<file path="src/rtl/clock_time_ctrl_pkg.sv">
// Shared types and constants for the digital clock time-keeping slice.
//   mode_e  : operating mode; the encoding is also the value on the mode port
//   *_MAX   : packed-BCD wrap limits of the seconds, minutes and hours fields
//   bcd_inc : increments a packed-BCD byte by one, without the field wrap
package clock_pkg;

  typedef enum logic [1:0] {
    MODE_RUN    = 2'd0,
    MODE_SET_HH = 2'd1,
    MODE_SET_MM = 2'd2
  } mode_e;

  localparam logic [7:0] SEC_MAX = 8'h59;
  localparam logic [7:0] MIN_MAX = 8'h59;
  localparam logic [7:0] HR_MAX  = 8'h23;

  // A low digit of 9 rolls over to 0 and carries into the high digit. The
  // field limit is applied by the caller.
  function automatic logic [7:0] bcd_inc(input logic [7:0] v);
    if (v[3:0] == 4'd9) return {v[7:4] + 4'd1, 4'd0};
    else                return {v[7:4], v[3:0] + 4'd1};
  endfunction

endpackage

</file>
<file path="src/rtl/clock_time_ctrl_if.sv">
// Front-panel buttons and display-facing outputs of the clock controller.
//   btn_mode, btn_inc : single-cycle debounced button pulses
//   hh, mm, ss        : packed-BCD time fields
//   mode              : current operating mode
//   blink             : blanking request for the field being edited
//   sec_tick          : one-cycle pulse in the cycle a new seconds value appears
// master : panel/display side (drives buttons); slave : the controller.
interface clock_time_ctrl_if;
  import clock_pkg::*;

  logic       btn_mode;
  logic       btn_inc;
  logic [7:0] hh;
  logic [7:0] mm;
  logic [7:0] ss;
  mode_e      mode;
  logic       blink;
  logic       sec_tick;

  modport master (
    output btn_mode, btn_inc,
    input  hh, mm, ss, mode, blink, sec_tick
  );

  modport slave (
    input  btn_mode, btn_inc,
    output hh, mm, ss, mode, blink, sec_tick
  );
endinterface

</file>
<file path="src/rtl/clock_time_ctrl_bcd_mod_cnt.sv">
// Two-digit packed-BCD counter that wraps from MAX back to 00.
//   clk, rst : clock, asynchronous active-high reset
//   clr      : synchronous clear to 00, takes priority over inc
//   inc      : advance by one
//   value    : registered count
//   wrap     : combinational, inc && value == MAX; feeds the next field's carry
module bcd_mod_cnt
  import clock_pkg::*;
#(
  parameter logic [7:0] MAX = 8'h59
) (
  input  logic       clk,
  input  logic       rst,
  input  logic       clr,
  input  logic       inc,
  output logic [7:0] value,
  output logic       wrap
);

  logic [7:0] value_q, value_d;

  assign wrap  = inc && (value_q == MAX);
  assign value = value_q;

  // NOTE: every always_comb output gets a default first, so no path leaves it unassigned and no latch is inferred.
  always_comb begin
    value_d = value_q;
    if (clr)       value_d = '0;
    else if (wrap) value_d = '0;
    else if (inc)  value_d = bcd_inc(value_q);
  end

  // NOTE: sequential state uses non-blocking assignments so every flop samples pre-edge values.
  always_ff @(posedge clk or posedge rst) begin
    if (rst) value_q <= '0;
    else     value_q <= value_d;
  end

endmodule

</file>
<file path="src/rtl/clock_time_ctrl.sv">
// Mode and time-keeping controller for the digital clock.
//   clk, rst : system clock, asynchronous active-high reset
//   bus      : slave side of clock_time_ctrl_if (buttons in, display outputs)
// Derives a once-per-second tick from a TICK_DIV prescaler, runs the
// ss -> mm -> hh carry chain in RUN, and steers btn_inc onto hh or mm in the
// set modes. All outputs come straight from flops.
module clock_time_ctrl
  import clock_pkg::*;
#(
  parameter int TICK_DIV = 1000
) (
  input  logic              clk,
  input  logic              rst,
  clock_time_ctrl_if.slave  bus
);

  localparam int PSC_W = $clog2(TICK_DIV);
  localparam int HALF  = TICK_DIV / 2;
  // Keep at least one bit when TICK_DIV == 2 makes the half period a single cycle.
  localparam int BLK_W = (HALF > 1) ? $clog2(HALF) : 1;

  mode_e            mode_q, mode_d;
  logic [PSC_W-1:0] psc_q, psc_d;
  logic [BLK_W-1:0] blk_cnt_q, blk_cnt_d;
  logic             blink_q, blink_d;
  logic             sec_tick_q, sec_tick_d;

  logic psc_wrap, run_tick, inc_eff, entering_set, leaving_mm;
  logic ss_inc, mm_inc, hh_inc;
  logic ss_wrap, mm_wrap, hh_wrap_unused;

  always_comb begin
    mode_d = mode_q;
    case (mode_q)
      MODE_RUN:    if (bus.btn_mode) mode_d = MODE_SET_HH;
      MODE_SET_HH: if (bus.btn_mode) mode_d = MODE_SET_MM;
      MODE_SET_MM: if (bus.btn_mode) mode_d = MODE_RUN;
      default:     mode_d = MODE_RUN;  // unused encoding recovers to RUN
    endcase

    psc_wrap = (psc_q == PSC_W'(TICK_DIV - 1));
    // A tick coinciding with leaving RUN is dropped so sec_tick never shows in a set mode.
    run_tick = (mode_q == MODE_RUN) && !bus.btn_mode && psc_wrap;

    // Held at 0 outside RUN, so returning to RUN restarts a full second.
    if (mode_q != MODE_RUN || mode_d != MODE_RUN) psc_d = '0;
    else if (psc_wrap)                            psc_d = '0;
    else                                          psc_d = psc_q + PSC_W'(1);

    // Mode advance wins over a same-cycle increment.
    inc_eff      = bus.btn_inc && !bus.btn_mode;
    entering_set = (mode_d != MODE_RUN) && (mode_d != mode_q);
    leaving_mm   = (mode_q == MODE_SET_MM) && (mode_d == MODE_RUN);

    // Carry chain in RUN; button source in the matching set mode.
    ss_inc = run_tick;
    mm_inc = (mode_q == MODE_RUN) ? ss_wrap : ((mode_q == MODE_SET_MM) && inc_eff);
    hh_inc = (mode_q == MODE_RUN) ? mm_wrap : ((mode_q == MODE_SET_HH) && inc_eff);

    // Blanked immediately on entry to each set mode, then toggles every HALF cycles.
    blink_d   = blink_q;
    blk_cnt_d = blk_cnt_q;
    if (mode_d == MODE_RUN) begin
      blink_d   = 1'b0;
      blk_cnt_d = '0;
    end else if (entering_set) begin
      blink_d   = 1'b1;
      blk_cnt_d = '0;
    end else if (blk_cnt_q == BLK_W'(HALF - 1)) begin
      blink_d   = ~blink_q;
      blk_cnt_d = '0;
    end else begin
      blk_cnt_d = blk_cnt_q + BLK_W'(1);
    end

    sec_tick_d = run_tick;
  end

  always_ff @(posedge clk or posedge rst) begin
    if (rst) begin
      mode_q     <= MODE_RUN;
      psc_q      <= '0;
      blk_cnt_q  <= '0;
      blink_q    <= 1'b0;
      sec_tick_q <= 1'b0;
    end else begin
      mode_q     <= mode_d;
      psc_q      <= psc_d;
      blk_cnt_q  <= blk_cnt_d;
      blink_q    <= blink_d;
      sec_tick_q <= sec_tick_d;
    end
  end

  bcd_mod_cnt #(.MAX(SEC_MAX)) u_ss (
    .clk(clk), .rst(rst), .clr(leaving_mm), .inc(ss_inc),
    .value(bus.ss), .wrap(ss_wrap)
  );

  bcd_mod_cnt #(.MAX(MIN_MAX)) u_mm (
    .clk(clk), .rst(rst), .clr(1'b0), .inc(mm_inc),
    .value(bus.mm), .wrap(mm_wrap)
  );

  bcd_mod_cnt #(.MAX(HR_MAX)) u_hh (
    .clk(clk), .rst(rst), .clr(1'b0), .inc(hh_inc),
    .value(bus.hh), .wrap(hh_wrap_unused)
  );

  assign bus.mode     = mode_q;
  assign bus.blink    = blink_q;
  assign bus.sec_tick = sec_tick_q;

endmodule

</file>
<file path="src/flat_wrapper.sv">
// flat-port wrapper written by rule: the top's interface ports become plain ports
module clock_time_ctrl_flat import clock_pkg::*;
#(
  parameter int TICK_DIV = 1000
)
  (clk, rst, bus_btn_mode, bus_btn_inc, bus_hh, bus_mm, bus_ss, bus_mode, bus_blink, bus_sec_tick);
  clock_time_ctrl_if bus_i ();
  input  logic clk;
  input  logic rst;
  input wire logic [$bits(bus_i.btn_mode)-1:0] bus_btn_mode;
  input wire logic [$bits(bus_i.btn_inc)-1:0] bus_btn_inc;
  output wire logic [$bits(bus_i.hh)-1:0] bus_hh;
  output wire logic [$bits(bus_i.mm)-1:0] bus_mm;
  output wire logic [$bits(bus_i.ss)-1:0] bus_ss;
  output wire logic [$bits(bus_i.mode)-1:0] bus_mode;
  output wire logic [$bits(bus_i.blink)-1:0] bus_blink;
  output wire logic [$bits(bus_i.sec_tick)-1:0] bus_sec_tick;
  assign bus_i.btn_mode = bus_btn_mode;
  assign bus_i.btn_inc = bus_btn_inc;
  assign bus_hh = bus_i.hh;
  assign bus_mm = bus_i.mm;
  assign bus_ss = bus_i.ss;
  assign bus_mode = bus_i.mode;
  assign bus_blink = bus_i.blink;
  assign bus_sec_tick = bus_i.sec_tick;
  clock_time_ctrl #(.TICK_DIV(TICK_DIV)) u_core (.clk(clk), .rst(rst), .bus(bus_i));
endmodule
</file>
<file path="config.mk">
export PLATFORM = sky130hd
export DESIGN_NAME = clock_time_ctrl_flat
export DESIGN_NICKNAME = d
export VERILOG_FILES = /design/src/rtl/clock_time_ctrl_pkg.sv /design/src/rtl/clock_time_ctrl_if.sv /design/src/rtl/clock_time_ctrl_bcd_mod_cnt.sv /design/src/rtl/clock_time_ctrl.sv /design/src/flat_wrapper.sv
export SDC_FILE = /design/constraint.sdc
export NUM_CORES = 1
export LEC_CHECK = 0
export CAP_MARGIN = 20
export CORE_UTILIZATION = 30
export CTS_BUF_LIST = sky130_fd_sc_hd__clkbuf_8
export CTS_CLUSTER_SIZE = 12
export DETAILED_ROUTE_END_ITERATION = 6
export HOLD_SLACK_MARGIN = 0.1
export MAX_ROUTING_LAYER = met4
export SLEW_MARGIN = 40
export SYNTH_ARGS = -nofsm -noshare
export SYNTH_HDL_FRONTEND = slang
export SYNTH_HIERARCHICAL = 1
export SYNTH_SLANG_ARGS = --single-unit
export TNS_END_PERCENT = 1
</file>
<file path="constraint.sdc">
create_clock -name clk -period 4.5 [get_ports clk]
set_input_delay 0.675 -clock clk [delete_from_list [all_inputs] [get_ports clk]]
set_output_delay 0.675 -clock clk [all_outputs]
set_load 0.02 [all_outputs]
</file>
==> impl_metrics.csv <==
group,metric,value,unit
critical_path,arrival,3.76,ns
cts,postCtsResizedCells,0,
cts,root_buffer,"clkbuf_8",
critical_path,worstPathRequired,4.73,ns
sta,setup-violations-final,0,
sta,fmaxAchievable,283,MHz
cts,clkTransAtPathRegs,0.09,ns
sta,maxSlewViolCount,0,
floorplanning,ios,32,
power_and_ir_drop,leakagePower,1.41,nW
critical_path,critPathSlowestCell,"or3_1",
floorplanning,dieArea,0.00946,mm^2
synth,syn_area_per_cell,9.86,um^2
global_route,grt_pass1_wl,9770,um
cells_and_area,multiInputGateArea,0.00145,mm^2
detailed_routing,num_vias,2108,
placement,placed_cell_area,0.00317,mm^2
cts,clk_latency,0.30,ns
floorplanning,die_h,97.3,um
sta,period_share,78.5,%
critical_path,path_class,"primary input to register",
floorplanning,die_x,97.3,um
cts,htreeDepth,2,
cts,cts_buffer_depth,2,
critical_path,cp_max_fo,13,
power_and_ir_drop,ir_drop,0.164,mV
detailed_routing,routed_wl,5590,um
detailed_routing,wire_per_inst,13.3,um
cells_and_area,regArea,0.00118,mm^2
cts,postCtsSetupBuffers,0,
job,maxCapViolations,0,
sta,clock_skew,0.0102,ns
synth,yosys_warnings,6,
placement,gp_congestion,0.793,
sta,rsz0062_at_grt,"false",
cells_and_area,antenna_cells,0,
critical_path,path_common_cell,"nor2_1",
synth,postSynthCellCount,276,
detailed_routing,drtIter0Drc,80,
cts,hold_buffers,0,
placement,dpl.hpwl,3900,um
detailed_routing,viasPerCell,5.02,
hold_path,min_path_type,"register to register",
cts,cts_buffers,5,
critical_path,cp-end-kind,"register",
global_route,grt-ovfl-total,0,
cts,cts.sinks,47,
synth,syn_area,0.00272,mm^2
sta,hold_viol_final,0,
floorplanning,initial_utilization,31.1,%
floorplanning,placementRows,34,
global_route,antenna_found_initial,0,
cells_and_area,final_nets,329,
status,status,"finished clean",
cells_and_area,stdcell_area,0.00328,mm^2
detailed_routing,post-route-drc-count,0,
cells_and_area,areaGrowthSynthToFinish,20.6,%
global_route,grt_max_degree,24,
floorplanning,fp.coreArea,0.00876,mm^2
cells_and_area,fill_cells,887,
cts,cts_tree,"done",
global_route,grt_usage,12.9,%
sta,final.setup.tns,0,ns
global_route,grt_pass1_vias,1993,
detailed_routing,antenna_left,0,
cells_and_area,drive_gt1_share,9.62,%
detailed_routing,firstDrtPassIters,4,
critical_path,slowest_delay,0.47,ns
critical_path,worstPathCellList,"clkdlybuf4s50_1 -> or3_1 -> nor3_1 -> nand4b_1 -> nor2_1 -> mux2i_1 -> nor2_1 -> buf_4 -> nand4b_1 -> nor2_1 -> mux2i_1 -> nor2_1 -> buf_4 -> nand2_1 -> or4_1 -> o21ai_1",
critical_path,cp-start-kind,"primary input",
power_and_ir_drop,power_density,314,mW/mm^2
placement,io_buffers,31,
sta,period_minus_slack,3.53,ns
==> power by group <==
| part | switching (mW) | internal [mW] |
|---|---|---|
| combinational | 0.121 | 0.0920 |
| clock | 0.144 | 0.180 |
| sequential | 0.0431 | 0.451 |
| total | 0.309 | 0.723 |
==> area by class of cell <==
class,count,area share (%)
clock buffers,6,2.52
clock inverters,2,1.07
inverters,16,1.83
multi-input cells,205,44.1
flip-flops and latches,47,35.8
well taps,108,4.12
repair buffers,36,10.6
==> metrics by stage <==
stage	util [%]	total power, mW	std cells	worst slack (ns)	hold WS [ns]
6_report	37.5	1.03	420	0.965	0.502
5_1_grt	37.5	1.10	420	0.708	0.551
4_1_cts	37.5	1.05	420	0.957	0.495
3_5_place_dp	36.1	0.717	412	0.658	0.480
3_3_place_gp	36.1	0.712	412	0.724	0.474
2_1_floorplan	-	0.638	278	1.25	0.448
==> metal layers <==
layer  GRT usage (%)  routed length, um  vias to the layer above
li1                -                  -                     1037
met5               -                  0                        -
met2            18.3               2510                       40
met4            3.62                 60                        0
met1            18.5               2820                     1025
met3            2.81                199                        6
==> placed cells by master, fill, tap and decap left out, types with 3 or more instances in the layout <==
master,count
xor2_1,7
nor2_1,24
o211ai_1,3
clkdlybuf4s50_1,31
o21ai_0,8
or3b_1,3
a31oi_1,4
nand2_1,16
a21boi_0,4
and3_1,3
o21ai_1,5
mux2i_1,3
clkbuf_8,6
inv_1,15
conb_1,3
nand3_1,15
o31ai_1,4
nand2b_1,10
a21oi_1,11
and4b_1,3
nor2b_1,6
buf_4,5
dfrtp_1,47
ha_1,14
or3_1,6
xnor2_1,5
nand3b_1,12
nand4b_1,3
==> sequential cells by signal (all words and copies together) (netlist names) <==
name	flops
u_core/blk_cnt_q	9
u_core/bus.blink	1
u_core/bus.mode	2
u_core/bus.sec_tick	1
u_core/psc_q	10
u_core/u_hh/value	8
u_core/u_mm/value	8
u_core/u_ss/value	8
==> path summary, 6_finish.rpt <==
check | endpoint | start | depth (start not counted) | slack, ns
max in group asynchronous | u_core/psc_q[1] | rst | 2 | 3.34
worst max-delay path | u_core/u_hh/value[2] | bus_btn_mode | 16 | 0.97
worst min-delay path | u_core/blk_cnt_q[0] | u_core/blk_cnt_q[0] | 1 | 0.50
min in group asynchronous | u_core/u_ss/value[3] | rst | 2 | 0.75
worst min register to register | u_core/blk_cnt_q[0] | u_core/blk_cnt_q[0] | 1 | 0.50
worst max register to register | u_core/u_hh/value[2] | u_core/psc_q[0] | 17 | 1.03
==> worst max-delay path: cells and delay by family <==
| family | cells | cell delay, ns |
|---|---|---|
| simple gates | 10 | 2.02 |
| buf+inv | 3 | 0.79 |
| mux | 2 | 0.15 |
| compound gates | 1 | 0.12 |
Note: power is estimated with default switching activity, not from simulation.
